$ cat src/rtl/instr_mem_sync.sv
// instr_mem_sync: loadable instruction memory with zero-fill after reset and a 1-cycle registered fetch
module instr_mem_sync #(
    parameter int DATA_WIDTH = 32,
    parameter int DEPTH = 64,
    parameter int ADDR_WIDTH = 8,
    parameter bit BYTE_ADDR = 1'b1,
    parameter logic [DATA_WIDTH-1:0] NOP_WORD = '0,
    localparam int IDX_W = $clog2(DEPTH)
) (
    input  logic                  clk,
    input  logic                  reset,
    input  logic                  ld_en,
    input  logic [IDX_W-1:0]      ld_addr,
    input  logic [DATA_WIDTH-1:0] ld_data,
    output logic                  ld_ready,
    output logic                  busy,
    input  logic                  fetch_req,
    input  logic [ADDR_WIDTH-1:0] fetch_addr,
    input  logic                  fetch_stall,
    output logic [DATA_WIDTH-1:0] instr,
    output logic                  instr_valid,
    output logic                  addr_fault
);
    typedef enum logic {CLEAR, READY} state_e;
    localparam logic [IDX_W-1:0] LAST = IDX_W'(DEPTH - 1);
    localparam logic [IDX_W:0] DEPTH_W = (IDX_W + 1)'(DEPTH);
    state_e state_q, state_d;
    logic [IDX_W-1:0] clr_ptr_q, clr_ptr_d;
    logic [DATA_WIDTH-1:0] mem [DEPTH];
    logic [DATA_WIDTH-1:0] instr_q, instr_d;
    logic valid_q, valid_d, fault_q, fault_d;
    logic [ADDR_WIDTH-1:0] idx;
    logic [IDX_W-1:0] ridx, waddr;
    logic [DATA_WIDTH-1:0] wdata;
    logic fault, ld_ok, we;

    assign idx = BYTE_ADDR ? fetch_addr >> 2 : fetch_addr;
    assign ridx = IDX_W'(idx);
    assign fault = (BYTE_ADDR && fetch_addr[1:0] != 2'b00) || 32'(idx) >= 32'(DEPTH);
    assign ld_ok = state_q == READY && ld_en && {1'b0, ld_addr} < DEPTH_W;
    // single write port shared by the zero-fill sweep and program loads
    assign we = !reset && (state_q == CLEAR || ld_ok);
    assign waddr = state_q == CLEAR ? clr_ptr_q : ld_addr;
    assign wdata = state_q == CLEAR ? '0 : ld_data;
    assign busy = state_q == CLEAR;
    assign ld_ready = state_q == READY;
    assign instr = instr_q;
    assign instr_valid = valid_q;
    assign addr_fault = fault_q;

    always_comb begin
        state_d = state_q;
        clr_ptr_d = clr_ptr_q;
        instr_d = instr_q;
        valid_d = valid_q;
        fault_d = fault_q;
        if (state_q == CLEAR) begin
            clr_ptr_d = clr_ptr_q + 1'b1;
            state_d = clr_ptr_q == LAST ? READY : CLEAR;
            valid_d = 1'b0;
            fault_d = 1'b0;
        end else if (!fetch_stall) begin
            valid_d = fetch_req;
            fault_d = fetch_req && fault;
            instr_d = !fetch_req ? instr_q : fault ? NOP_WORD : mem[ridx];
        end
    end

    always_ff @(posedge clk) begin
        if (reset) begin
            state_q <= CLEAR;
            clr_ptr_q <= '0;
            instr_q <= '0;
            valid_q <= 1'b0;
            fault_q <= 1'b0;
        end else begin
            state_q <= state_d;
            clr_ptr_q <= clr_ptr_d;
            instr_q <= instr_d;
            valid_q <= valid_d;
            fault_q <= fault_d;
        end
    end

    // read happens in the comb block, so a same-cycle write is seen only by later fetches
    always_ff @(posedge clk) begin
        if (we) mem[waddr] <= wdata;
    end
endmodule

$ cat config.mk
export PLATFORM = sky130hd
export DESIGN_NAME = instr_mem_sync
export DESIGN_NICKNAME = d
export VERILOG_FILES = /design/src/rtl/instr_mem_sync.sv
export SDC_FILE = /design/constraint.sdc
export NUM_CORES = 2
export LEC_CHECK = 0
export ABC_AREA = 1
export CAP_MARGIN = 20
export CORE_MARGIN = 1.5
export CORE_UTILIZATION = 44
export CTS_CLUSTER_DIAMETER = 120
export CTS_CLUSTER_SIZE = 25
export DETAILED_ROUTE_END_ITERATION = 8
export PLACE_DENSITY = 0.71
export SYNTH_ARGS = -nofsm -noshare
export SYNTH_HDL_FRONTEND = slang
export SYNTH_SLANG_ARGS = --single-unit
$ cat constraint.sdc
create_clock -name clk -period 12.8 [get_ports clk]
set_input_delay 2.56 -clock clk [delete_from_list [all_inputs] [get_ports clk]]
set_output_delay 2.56 -clock clk [all_outputs]
set_load 0.01 [all_outputs]
Yosys cells after proc, flatten, opt, wreduce, memory -nomap -nowiden
Memory sizes are Yosys's and may differ from the RTL's.
Cells that the tools add are included.

storage, ports and cells
  bits in registers = 41
  bits in writable memories = 2,048
  input bits = 51
  output and inout bits = 36
  memories kept = 1

memories
  name  words  bits a word  read ports  clocked after Yosys merged registers in  write ports  RTL line  text
  mem   64     32           1           0                                        1            29        logic [DATA_WIDTH-1:0] mem [DEPTH];

operators by class
  add/subtract/negate cells = 1
  order comparisons = 1
  eq/ne operators = 1
  mux-type cells = 7
  bitwise logic cells = 2
  reductions and logical operators = 9

operators by type and width
  kind                   number
  $mux W32               2
  $ge A6 B7 Y1 const B   1
  $add A6 B1 Y6 const B  1
  $eq A6 B6 Y1 const B   1
  $mux W6                1
  $mux W1                4
  $logic_and A1 B1 Y1    3
  $reduce_and A3 Y1      1
  $logic_or A1 B1 Y1     2
  $not A1 Y1             2
  $reduce_bool A2 Y1     1
  $reduce_or A2 Y1       1
  $logic_not A1 Y1       1

Depth between registers and ports, before layout
  depth in word-level cells = 5
  depth in mapped cells = 14
  mapped depth without buffers = 11

Least setup slack after synthesis
Ideal clock, no wire load.

  path kind = input to register
  start = input ld_en
  end = memory mem[40][0] (enable)
  library setup time = 0.502 ns
  arrival = 6.299 ns
  data required time = 12.298 ns
  setup slack = 5.999 ns
  stages on the path = 4
  cell sequence = nor2_1 nor2_1 nand3_1 nor4_1

between the ends
  word-level cells in the longest chain between the ends = 5

RTL lines
  item                           RTL line  text
  start: declaration             12        input logic ld_en,
  $logic_and A1 B1 Y1            40        assign ld_ok = state_q == READY && ld_en && {1'b0, ld_addr} < DEPTH_W;
  $logic_or A1 B1 Y1             42        assign we = !reset && (state_q == CLEAR || ld_ok);
  $logic_and A1 B1 Y1            42
  $mux W1                        87        if (we) mem[waddr] <= wdata;
  $mux W1 (implied by the code)  87
  end: declaration               29

No other way between the ends.

Final worst setup path
  start = input fetch_addr[2]
  end = register instr_q[29], in the netlist instr[29]

between the ends
  word-level cells in the longest chain between the ends = 3

RTL lines
  item                                                     RTL line  text
  start: declaration                                       18        input logic [ADDR_WIDTH-1:0] fetch_addr,
  branches (longest 2 deep; another with $mem_v2 Z64 W32)  --
  $mux W32 (*)                                             65        instr_d = !fetch_req ? instr_q : fault ? NOP_WORD : mem[ridx];
  end signal: assignment                                   79        instr_q <= instr_d;
  end: declaration                                         30        logic [DATA_WIDTH-1:0] instr_q, instr_d;

Every way passes the cells marked *.
A chain may end at the register's enable or synchronous reset.

==> impl_metrics.ini <==
[timing]
fin_tns_setup_ns = 0
post-route-period-util_pct = 47.5
fin_crit_ns = 6.08
hold_violations = 0
clock_skew_ns = 0.0411
fmax_mhz = 165
drv_slew = 0
worst_slew_pin_slew_ns = 1.43
relSlewSlack_pct = 4.68
rsz0062_at_grt = false
setup_viol = 0

[clock_network]
clk_latency_ns = 0.75
holdBufCountCts = 0
ctsResizeCount = 0
clock-sinks = 2089
cts_setup_buffers = 0
clockRootBuffer = clkbuf_16
htree_levels = 3
cts_max_path_buffers = 3
clk_pin_slew_ns = 0.10
cts_inserted_buffers = 93
tritoncts = done

[hold_path]
hold_path.class = reg -> reg
holdCritStartpoint = instr[6]

[logic_synthesis]
async_flop_share_pct = 0
yosysMostFrequentCell = nand2_1
yosysTopAreaCellShare_pct = 73.2
synth_edf_count = 2048
postSynthCellCount = 7035
synth-seq-cells = 2089
synthTopCellsByCount = nand2_1, edfxtp_1, nand3_1
synth.largest_area_cell = edfxtp_1
ys_seq_area_share_pct = 74.2
ys.flop_type = edfxtp_1
syn_area_um2 = 84000
synth.area.top_cells = edfxtp_1, nand3_1, nand2_1
syn_avg_cell_area_um2 = 11.9
yosys_warnings = 0
synth_fp_nets = 7087
ys_types = 27

[worst_setup_path]
path_cells = buf_8 -> inv_16 -> buf_4 -> buf_12 -> nand2_1 -> nand3_1 -> nand3_1 -> nand3_1 -> nand3_1 -> nand2_1 -> nand2_1 -> nand2_1 -> nand2_1 -> a21oi_1
end_kind = register
slowest_stage = buf_4
critPathLaunchType = input pin
r2r-start = ld_ready
path_class = in -> reg
cpPeakStageDelay_ns = 0.89
critical_path_required_ns = 13.47
crit_start = fetch_addr[2]
crit_arrival_ns = 6.75
critPathMaxFanout = 240
crit_buf_inv = 4
crit_top_cell = nand2_1
cp_top_family = buffers and inverters

[finish]
seqCellArea_um2 = 62300
syn_to_final_growth_pct = 7.23
fin_area_um2 = 90100
fin_nets = 6948
drive_above_1_share_pct = 5.00
fillers = 16300
multiInputGateArea_um2 = 19600

[routing]
detail-route-antenna-nets = 0
num_vias = 55300
routed_via_density = 5.84
drt_iter0_markers = 7678
wl_per_cell_um = 24.9
route.detailed.drc = 0
dr.pass1.iters = 6
routed_wl_mm = 236

[pwr]
power_density_nw_per_um2 = 128
p_leak_nw = 31.9
max-vdd-ir-drop_mv = 0.102
power.total_mw = 11.5

[die]
ios = 87
die_y_um = 440
core_um2 = 190000
initial_core_util_pct = 44.2
dieArea_um2 = 194000
rows = 160
die_x_um = 440

[placement]
numPortBuffers = 86
globalplace.congestion = 0.875
dpl.hpwl_mm = 118
placed_cell_area_um2 = 87300

[global_route]
grt_pass1_vias = 51700
grt_start_max_net_pins = 241
grt_overflow = 0
track_usage_pct = 23.9
antenna_found_initial = 7
grt_pass1_wl_mm = 342

[flow_run]
drv_cap = 0

[run_status]
status = completed
==> cell usage in the layout (no fill, tap or decap), types with 17 or more instances in the layout <==
cell type / n
clkdlybuf4s50_1: 79
nor2_4: 57
inv_2: 31
buf_12: 17
edfxtp_1: 2048
nand2_1: 2408
dfxtp_1: 41
clkbuf_16: 95
buf_4: 123
clkbuf_1: 64
a21oi_1: 37
nand3_1: 1888
==> worst min-delay path: cells and delay by family, from the launching register on <==
family / cells / cell delay (ns)
and+or+nand+nor: 1 / 0.06
AOI/OAI and AO/OA: 1 / 0.06
DFF: 1 / 0.32
==> path summary, 6_finish.rpt <==
kind | depth (start not counted) | slack, ns | endpoint
worst max-delay path | 14 | 6.72 | instr[29]
worst min register to register | 2 | 0.48 | instr[6]
worst max register to register | 9 | 8.27 | mem[32][15]
worst min-delay path | 2 | 0.48 | instr[6]
==> sequential cells by signal, summed over array words and instances, names as in the netlist <==
name / count
addr_fault: 1
clr_ptr_q: 6
instr: 32
instr_valid: 1
ld_ready: 1
mem: 2048
==> cell type report <==
type	count	area share (%)
antenna	5	0.0139
clock buffer	159	2.90
clock inverter	2	0.0278
inverter	52	0.257
multi-input combinational	4433	21.7
sequential	2089	69.2
tap	2511	3.49
timing repair buffer	227	2.41
==> cells by family (layout without fill, tap and decap cells) <==
family | after synthesis | in the layout | synth area share (%)
buf+inv | 513 | 440 | 3.10
other cells | 0 | 5 | 0
simple gates | 4386 | 4386 | 22.4
flops | 2089 | 2089 | 74.2
compound gates | 46 | 46 | 0.284
fa+ha+maj | 1 | 1 | 0.0149
==> through the flow <==
stage	hold slack, ns	util [%]	setup slack (ns)	std cells
global placement	0.451	45.9	6.19	9301
floorplan	0.444	-	6.00	7035
global route	0.489	47.4	6.50	9473
CTS	0.476	47.3	6.98	9466
detailed placement	0.464	46.0	6.20	9305
finish	0.476	47.4	6.72	9478
==> where the power goes <==
part | leakage [nW] | internal (mW) | switching (mW)
sequential | 20.6 | 7.40 | 0.00502
clock | 1.26 | 1.41 | 2.02
combinational | 10.1 | 0.175 | 0.505
total | 31.9 | 8.99 | 2.53
==> routing by layer <==
layer / part of all wire, % / wire (um) / track usage, %
met5: 0.0072 / 17 / 0
met4: 6.4 / 15000 / 13.6
met2: 46 / 109000 / 38.0
met1: 37 / 87400 / 31.3
met3: 10 / 24300 / 3.81
Power figures use the tool's default switching activity.
